[config.mk]
export PLATFORM = sky130hd
export DESIGN_NAME = fetch_inst_queue
export DESIGN_NICKNAME = d
export VERILOG_FILES = /design/src/rtl/fetch_inst_queue.sv
export SDC_FILE = /design/constraint.sdc
export NUM_CORES = 1
export LEC_CHECK = 0
export CAP_MARGIN = 20
export CORE_MARGIN = 2
export CORE_UTILIZATION = 59
export CTS_CLUSTER_SIZE = 30
export DETAILED_ROUTE_END_ITERATION = 10
export GPL_TIMING_DRIVEN = 0
export PLACE_DENSITY = 0.93
export SYNTH_ARGS = -nofsm -noshare
export SYNTH_HDL_FRONTEND = slang
export SYNTH_SLANG_ARGS = --single-unit
[constraint.sdc]
create_clock -name clk -period 9.5 [get_ports clk]
set_clock_uncertainty 0.2 [all_clocks]
set_input_delay 1.9 -clock clk [delete_from_list [all_inputs] [get_ports clk]]
set_output_delay 1.9 -clock clk [all_outputs]
set_load 0.005 [all_outputs]
[src/rtl/fetch_inst_queue.sv]
// Dual-issue fetch->decode instruction queue. A bundle accepted at an edge is visible on instA/instB right after it.
// Backpressure: fetch_ready only while two entries are free; the decoder holds entries in place via errorA/errorB.
module fetch_inst_queue #(
  parameter int          DEPTH = 8,
  parameter logic [31:0] NOP   = 32'h00000013
) (
  input  logic        clk,
  input  logic        rst,
  input  logic        fetch_validA,
  input  logic        fetch_validB,
  input  logic [31:0] fetch_instA,
  input  logic [31:0] fetch_instB,
  input  logic [31:0] fetch_pcA,
  input  logic [31:0] fetch_pcB,
  output logic        fetch_ready,
  input  logic        flush,
  input  logic        errorA,
  input  logic        errorB,
  output logic [31:0] instA,
  output logic [31:0] instB,
  output logic [31:0] pcA,
  output logic [31:0] pcB,
  output logic        validA,
  output logic        validB,
  output logic [15:0] stall_cnt
);

  localparam int AW = $clog2(DEPTH);
  localparam int CW = AW + 1;

  typedef struct packed {
    logic [31:0] inst;
    logic [31:0] pc;
  } entry_t;

  entry_t        mem [DEPTH];
  logic [AW-1:0] head;
  logic [AW-1:0] tail;
  logic [CW-1:0] count;
  logic [AW-1:0] head_nxt1;
  logic [AW-1:0] tail_nxt1;
  logic          eff_errA;
  logic          eff_errB;
  logic [1:0]    n_in;
  logic [1:0]    n_out;

  // Power-of-two depth lets pointer arithmetic wrap for free.
  assign head_nxt1 = head + AW'(1);
  assign tail_nxt1 = tail + AW'(1);

  assign validA      = (count != '0);
  assign validB      = (count >= CW'(2));
  assign fetch_ready = (count <= CW'(DEPTH - 2));

  assign instA = validA ? mem[head].inst      : NOP;
  assign pcA   = validA ? mem[head].pc        : 32'd0;
  assign instB = validB ? mem[head_nxt1].inst : NOP;
  assign pcB   = validB ? mem[head_nxt1].pc   : 32'd0;

  assign eff_errA = errorA & validA;
  assign eff_errB = errorB & validB;

  always_comb begin
    n_in = 2'd0;
    if (fetch_ready && fetch_validA)
      n_in = fetch_validB ? 2'd2 : 2'd1;
  end

  // An error on A blocks B too, so retirement stays strictly in order.
  always_comb begin
    n_out = 2'd0;
    if (validA && !eff_errA)
      n_out = (validB && !eff_errB) ? 2'd2 : 2'd1;
  end

  always_ff @(posedge clk or posedge rst) begin
    if (rst) begin
      head      <= '0;
      tail      <= '0;
      count     <= '0;
      stall_cnt <= 16'd0;
    end else begin
      if (eff_errA && stall_cnt != 16'hFFFF)
        stall_cnt <= stall_cnt + 16'd1;
      if (flush) begin
        head  <= '0;
        tail  <= '0;
        count <= '0;
      end else begin
        head  <= head + AW'(n_out);
        tail  <= tail + AW'(n_in);
        count <= count + CW'(n_in) - CW'(n_out);
      end
    end
  end

  // Storage carries no reset; occupancy masks stale contents.
  always_ff @(posedge clk) begin
    if (!flush && n_in != 2'd0)
      mem[tail] <= '{inst: fetch_instA, pc: fetch_pcA};
    if (!flush && n_in == 2'd2)
      mem[tail_nxt1] <= '{inst: fetch_instB, pc: fetch_pcB};
  end

endmodule

==> impl_metrics.csv, run 1 <==
group,metric,value,unit
outcome,outcome,"finished clean",
yosys,synthTopCellsByArea,"edfxtp_1 49%, mux4_2 18%, mux2_1 11%",
floorplanning,ios,282,
critical_path,crit_path_end_kind,"output port",
timing,fin_crit_sh,65.80,%
critical_path,cp.arrival,4150,ps
yosys,ys_seq_elements,538,
clocking,clk_latency,620,ps
cells_and_area,multi_input_area,14260,um2
place,port_buffers,280,
place,place_congestion,0.8603,
grt,grt_pass1_vias,22490,
yosys,synth_common_cells,"512 x edfxtp_1, 312 x mux2_1, 256 x mux4_2",
yosys,synth-edff-count,512,
timing,min_period,6251,ps
clocking,cts_hold_buf,0,
timing,finalSetupViolCount,0,
grt,grt_max_degree,27,
yosys,synth.most_common_cell,"edfxtp_1",
yosys,synth.largest_area_cell,"edfxtp_1",
place,dpl.cell_count,2926,
drt,first_pass_iters,6,
grt,overflow,0,
clocking,cts_max_path_buffers,3,
yosys,async_flop_share,4.833,%
clocking,htree_levels,2,
timing,tightest_slew,1112,ps
timing,finalHoldViolCount,0,
yosys,ys_warn_count,0,
cells_and_area,nFillCells,3052,
floorplanning,core,52450,um2
power_and_ir_drop,total_leakage_power,12.41,nW
timing,rsz0062_at_grt,"false",
clocking,cts_buffers,54,
power_and_ir_drop,ir_worst_vdd,145.9,uV
yosys,synthSimpleGateAreaFrac,3.814,%
clocking,ctsResizeCount,0,
grt,grt_util_all_layers,35.00,%
drt,routed_wirelength,95690,um
job,drv_cap,0,
critical_path,required,7400,ps
drt,drtAntennaViolNets,0,
clocking,cts.clk_slew.worst_paths,60,ps
timing,relSlewSlack,25.89,%
drt,drc,0,
clocking,cts_setup_buffers,0,
clocking,clock_sinks,538,
floorplanning,chipWidth,233.8,um
critical_path,criticalPathCategory,"flip-flop to output port",
floorplanning,placementRows,84,
cells_and_area,drive_above_1_share,29.13,%
hold_path,hold_class,"flip-flop to flip-flop",
yosys,synth-compound-area-share,1.329,%
yosys,synth_nets,2076,
yosys,synthXorXnorAreaFrac,0.5339,%
yosys,synthFlopType,"edfxtp_1",
drt,vias_per_cell,7.113,
cells_and_area,nNetsFinal,2446,
yosys,syn_area,31170,um2
drt,via_count,21620,
clocking,root_buffer,"clkbuf_16",
cells_and_area,instances_no_fill,3040,
floorplanning,fp.dieArea,54680,um2
drt,routedWlPerCell,31.48,um
critical_path,crit_fanout,10,
yosys,synth_area_per_cell,16.18,um2
drt,drtIter0Drc,2805,
cells_and_area,seqCellArea,16030,um2
yosys,synth_top_family_by_area,"multiplexers",
yosys,synth-adder-area-share,0.6985,%
yosys,synthMuxAreaShare,39.09,%
floorplanning,initial_core_util,59.43,%
yosys,ys_seq_area_share,51.42,%
timing,holdWs,313.0,ps
yosys,syn_inst,1926,
floorplanning,die_h,233.8,um
grt,grt_pass1_wl,139600,um
timing,drv_slew,0,
yosys,synth.distinct_cells,41,
timing,fin_tns_setup,0,ps
timing,fmax,0.1600,GHz
place,hpwl,63130,um
critical_path,worstSetupStartpointType,"flip-flop",
grt,antenna_found_initial,15,
yosys,yosysTopAreaCellShare,49.33,%
cells_and_area,syn2layout_area_growth,20.31,%
clocking,cts_tree,"done",
power_and_ir_drop,power_density,234.2,nW/um2
[per-layer routing]
layer | part of all wire [%] | track usage [%]
met4 | 5.3 | 18.37
met2 | 48 | 56.92
met3 | 12 | 9.351
met5 | 0.086 | 0
met1 | 34 | 43.26
[stage by stage]
step	worst slack, ps	total power [mW]	util, %	cell area (um2)
floorplan	1417	4.833	-	31170
global placement	-4422	6.425	66.42	34830
detailed placement	4012	6.539	67.96	35640
CTS	3317	8.724	71.35	37420
global route	3190	9.055	71.47	37480
finish	3249	8.784	71.50	37500
[cell families (layout without fill, tap and decap cells)]
logic type / Yosys count / after routing
buf+inv: 168 / 580
fa+ha+maj: 15 / 15
compound gates: 78 / 78
other cells: 0 / 14
mux: 833 / 833
simple gates: 275 / 275
xor+xnor: 19 / 19
flops: 538 / 538
[worst max-delay path, cell delays in order (launching register included)]
cell             delay (ps)
dfrtp_1                 420
ha_1                    310
clkbuf_1                670
clkbuf_1                730
mux4_2                  370
nand2_1                  70
a21oi_1                 380
clkdlybuf4s50_1         580
[path summary, 6_finish.rpt]
| kind | to | cells past startpoint | from | slack, ps |
|---|---|---|---|---|
| min in group asynchronous | stall_cnt[11]$_DFFE_PP0P_ | 2 | rst | 1360 |
| min | stall_cnt[15]$_DFFE_PP0P_ | 1 | stall_cnt[15]$_DFFE_PP0P_ | 310 |
| max reg2reg | count[2]$_DFF_PP0_ | 13 | count[2]$_DFF_PP0_ | 5730 |
| max in group asynchronous | count[0]$_DFF_PP0_ | 3 | rst | 7290 |
| min reg2reg | stall_cnt[15]$_DFFE_PP0P_ | 1 | stall_cnt[15]$_DFFE_PP0P_ | 310 |
| max | pcB[0] | 7 | head[1]$_DFF_PP0_ | 3250 |
[state kept, by name, indices dropped and copies added, names as in the netlist]
name,count
tail,3
mem,512
stall_cnt,16
head,3
count,4
[area by class of cell]
cell class,count,share of cell area [%]
antenna,14,0.09343
buffer,151,2.426
clock buffer,73,4.044
clock inverter,25,0.7040
inverter,17,0.1702
multi-input combinational,1220,38.04
sequential,538,42.74
tap,688,2.296
timing repair buffer,314,9.489
[power by group]
group,internal (mW),switching [mW],total (mW)
clock,1.27,0.925,2.20
combinational,1.85,1.90,3.75
sequential,2.75,0.0807,2.83
[layout by cell type, fill, tap and decap left out, types with 6 or more instances in the layout]
master	instances
bufinv_16	6
buf_6	28
mux2_2	201
buf_16	17
nand3_1	12
ha_1	11
buf_4	21
buf_2	55
nand2_1	144
buf_8	7
inv_1	16
mux2_1	312
clkinv_1	10
diode_2	14
mux2i_1	64
clkbuf_1	57
nand4_1	9
clkbuf_16	57
nor2_1	73
clkdlybuf4s50_1	280
nor2b_1	8
clkinv_2	10
dfrtp_1	26
xor2_1	15
a21oi_1	65
buf_12	8
nor3_1	7
mux4_2	256
edfxtp_1	512
No activity file was read; power rests on OpenSTA's default activity.
==> inputs of run 2 (changes only) <==
--- a/config.mk
+++ b/config.mk
@@ -7,11 +7,11 @@
 export LEC_CHECK = 0
 export CAP_MARGIN = 20
 export CORE_MARGIN = 2
-export CORE_UTILIZATION = 59
+export CORE_UTILIZATION = 53
 export CTS_CLUSTER_SIZE = 30
 export DETAILED_ROUTE_END_ITERATION = 10
 export GPL_TIMING_DRIVEN = 0
-export PLACE_DENSITY = 0.93
+export PLACE_DENSITY = 0.89
 export SYNTH_ARGS = -nofsm -noshare
 export SYNTH_HDL_FRONTEND = slang
 export SYNTH_SLANG_ARGS = --single-unit
==> constraint.sdc (replaced) <==
create_clock -name clk -period 5.45 [get_ports clk]
set_clock_uncertainty 0.2 [all_clocks]
set_input_delay 1.09 -clock clk [delete_from_list [all_inputs] [get_ports clk]]
set_output_delay 1.09 -clock clk [all_outputs]
set_load 0.005 [all_outputs]
==> impl_metrics.csv, run 2 (same netlist as run 1, synthesis figures left out) <==
group,metric,value,unit
drt,via_count,20920,
grt,grt_util_all_layers,30.67,%
critical_path,worstSetupStartpointType,"flip-flop",
timing,fin_crit_sh,98.69,%
grt,antenna_found_initial,18,
cells_and_area,syn2layout_area_growth,20.05,%
clocking,cts_hold_buf,0,
timing,fmax,0.1859,GHz
power_and_ir_drop,ir_worst_vdd,240.6,uV
grt,grt_pass1_vias,21810,
floorplanning,chipWidth,246.5,um
place,dpl.cell_count,3001,
critical_path,cp.arrival,4090,ps
clocking,htree_levels,2,
timing,tightest_slew,1085,ps
floorplanning,core,57920,um2
floorplanning,die_h,246.5,um
clocking,clk_latency,620,ps
outcome,outcome,"finished clean",
drt,vias_per_cell,6.712,
floorplanning,ios,282,
drt,routedWlPerCell,29.85,um
timing,relSlewSlack,27.66,%
drt,drc,0,
floorplanning,placementRows,88,
timing,rsz0062_at_grt,"false",
timing,min_period,5378,ps
clocking,cts.clk_slew.worst_paths,60,ps
place,hpwl,63400,um
grt,grt_max_degree,27,
critical_path,crit_fanout,10,
cells_and_area,final_common_cell,"edfxtp_1",
clocking,cts_tree,"done",
place,place_congestion,0.8447,
cells_and_area,final_cell_mix,"512 x edfxtp_1, 312 x mux2_1, 280 x clkdlybuf4s50_1, 256 x mux4_2, 201 x mux2_2",
drt,routed_wirelength,93050,um
grt,overflow,0,
critical_path,critical_path.cell_chain,"ha_1, clkdlybuf4s15_1, clkbuf_1, mux4_2, nand2_1, a21oi_1, clkdlybuf4s50_1",
floorplanning,fp.dieArea,60760,um2
place,port_buffers,280,
critical_path,crit_family,"buffers and inverters",
drt,drtIter0Drc,2581,
cells_and_area,instances_no_fill,3117,
cells_and_area,fin_area,37420,um2
critical_path,cp_num_buf_inv,3,
cells_and_area,reg_top3,"mem: 512 flops, stall_cnt: 16 flops, count: 4 flops",
place,post-place-ws,701.5,ps
critical_path,criticalPathCategory,"flip-flop to output port",
clocking,root_buffer,"clkbuf_16",
power_and_ir_drop,power_density,400.0,nW/um2
floorplanning,initial_core_util,53.82,%
timing,layout_setup_ws,71.53,ps
clocking,cts_buffers,55,
place,place_area,35720,um2
clocking,clock_sinks,538,
cells_and_area,drive_above_1_share,28.92,%
clocking,cts_max_path_buffers,3,
cells_and_area,largest_reg_flops,512,
timing,drv_slew,0,
timing,finalSetupViolCount,0,
critical_path,required,4160,ps
cells_and_area,fin_util,64.61,%
job,drv_cap,0,
critical_path,cpPeakStageDelay,690,ps
power_and_ir_drop,total_leakage_power,12.31,nW
grt,grt_pass1_wl,136200,um
drt,drtAntennaViolNets,0,
critical_path,crit_path_end_kind,"output port",
critical_path,worst_path_max_delay_cell,"clkbuf_1",
hold_path,hold_class,"flip-flop to flip-flop",
timing,finalHoldViolCount,0,
cells_and_area,top_register,"mem",
cells_and_area,nNetsFinal,2444,
drt,first_pass_iters,6,
==> run 2: metal layers <==
layer	global-route usage [%]	up-vias	wire length, um
met5	0	-	60
met4	15.13	8	4318
met3	6.013	293	10690
met2	50.18	1492	45450
met1	39.31	10620	32540
li1	-	8512	-
==> run 2: cell type report <==
cell class                 instances  area (um2)
antenna                           18       45.04
buffer                           151       919.6
clock buffer                      68        1425
clock inverter                    29       206.4
fill                            3919       20500
inverter                          17       63.81
multi-input combinational       1220       14280
sequential                       538       16030
tap                              765       957.2
timing repair buffer             311        3496
==> run 2: power by group <==
| group | internal [mW] | total [mW] | switching (mW) |
|---|---|---|---|
| clock | 1.98 | 3.57 | 1.59 |
| sequential | 4.80 | 4.94 | 0.136 |
| combinational | 3.21 | 6.46 | 3.26 |
==> run 2: worst reg2reg max path: cells and delay by family (launching register included) <==
kind	cells	cell delay [ps]
buf+inv	4	1190
flops	1	420
xor+xnor	1	180
simple gates	3	350
fa+ha+maj	4	1090
compound gates	1	110
==> run 2: repair_timing <==
item                       in CTS  in global routing
resized for setup               0                  9
setup buffers                   0                  0
setup endpoints to repair       0                  4
==> run 2: final timing paths <==
check	end	depth (start not counted)	start	slack, ps
min in group asynchronous	stall_cnt[4]$_DFFE_PP0P_	2	rst	680
setup reg to reg	count[2]$_DFF_PP0_	13	count[2]$_DFF_PP0_	1770
hold reg to reg	stall_cnt[7]$_DFFE_PP0P_	1	stall_cnt[7]$_DFFE_PP0P_	290
setup / recovery	pcB[17]	7	head[0]$_DFF_PP0_	70
max in group asynchronous	count[3]$_DFF_PP0_	3	rst	3850
hold / removal	stall_cnt[7]$_DFFE_PP0P_	1	stall_cnt[7]$_DFFE_PP0P_	290
==> run 2: per-stage QoR <==
| stage | hold WS, ps | total power [mW] | TNS, ps |
|---|---|---|---|
| floorplan | 284.0 | 8.419 | -310340 |
| global placement | 280.9 | 11.23 | -2520730 |
| detailed placement | 285.7 | 11.40 | 0 |
| CTS | 292.8 | 14.94 | 0 |
| global route | 301.4 | 15.48 | 0 |
| finish | 289.8 | 14.97 | 0 |
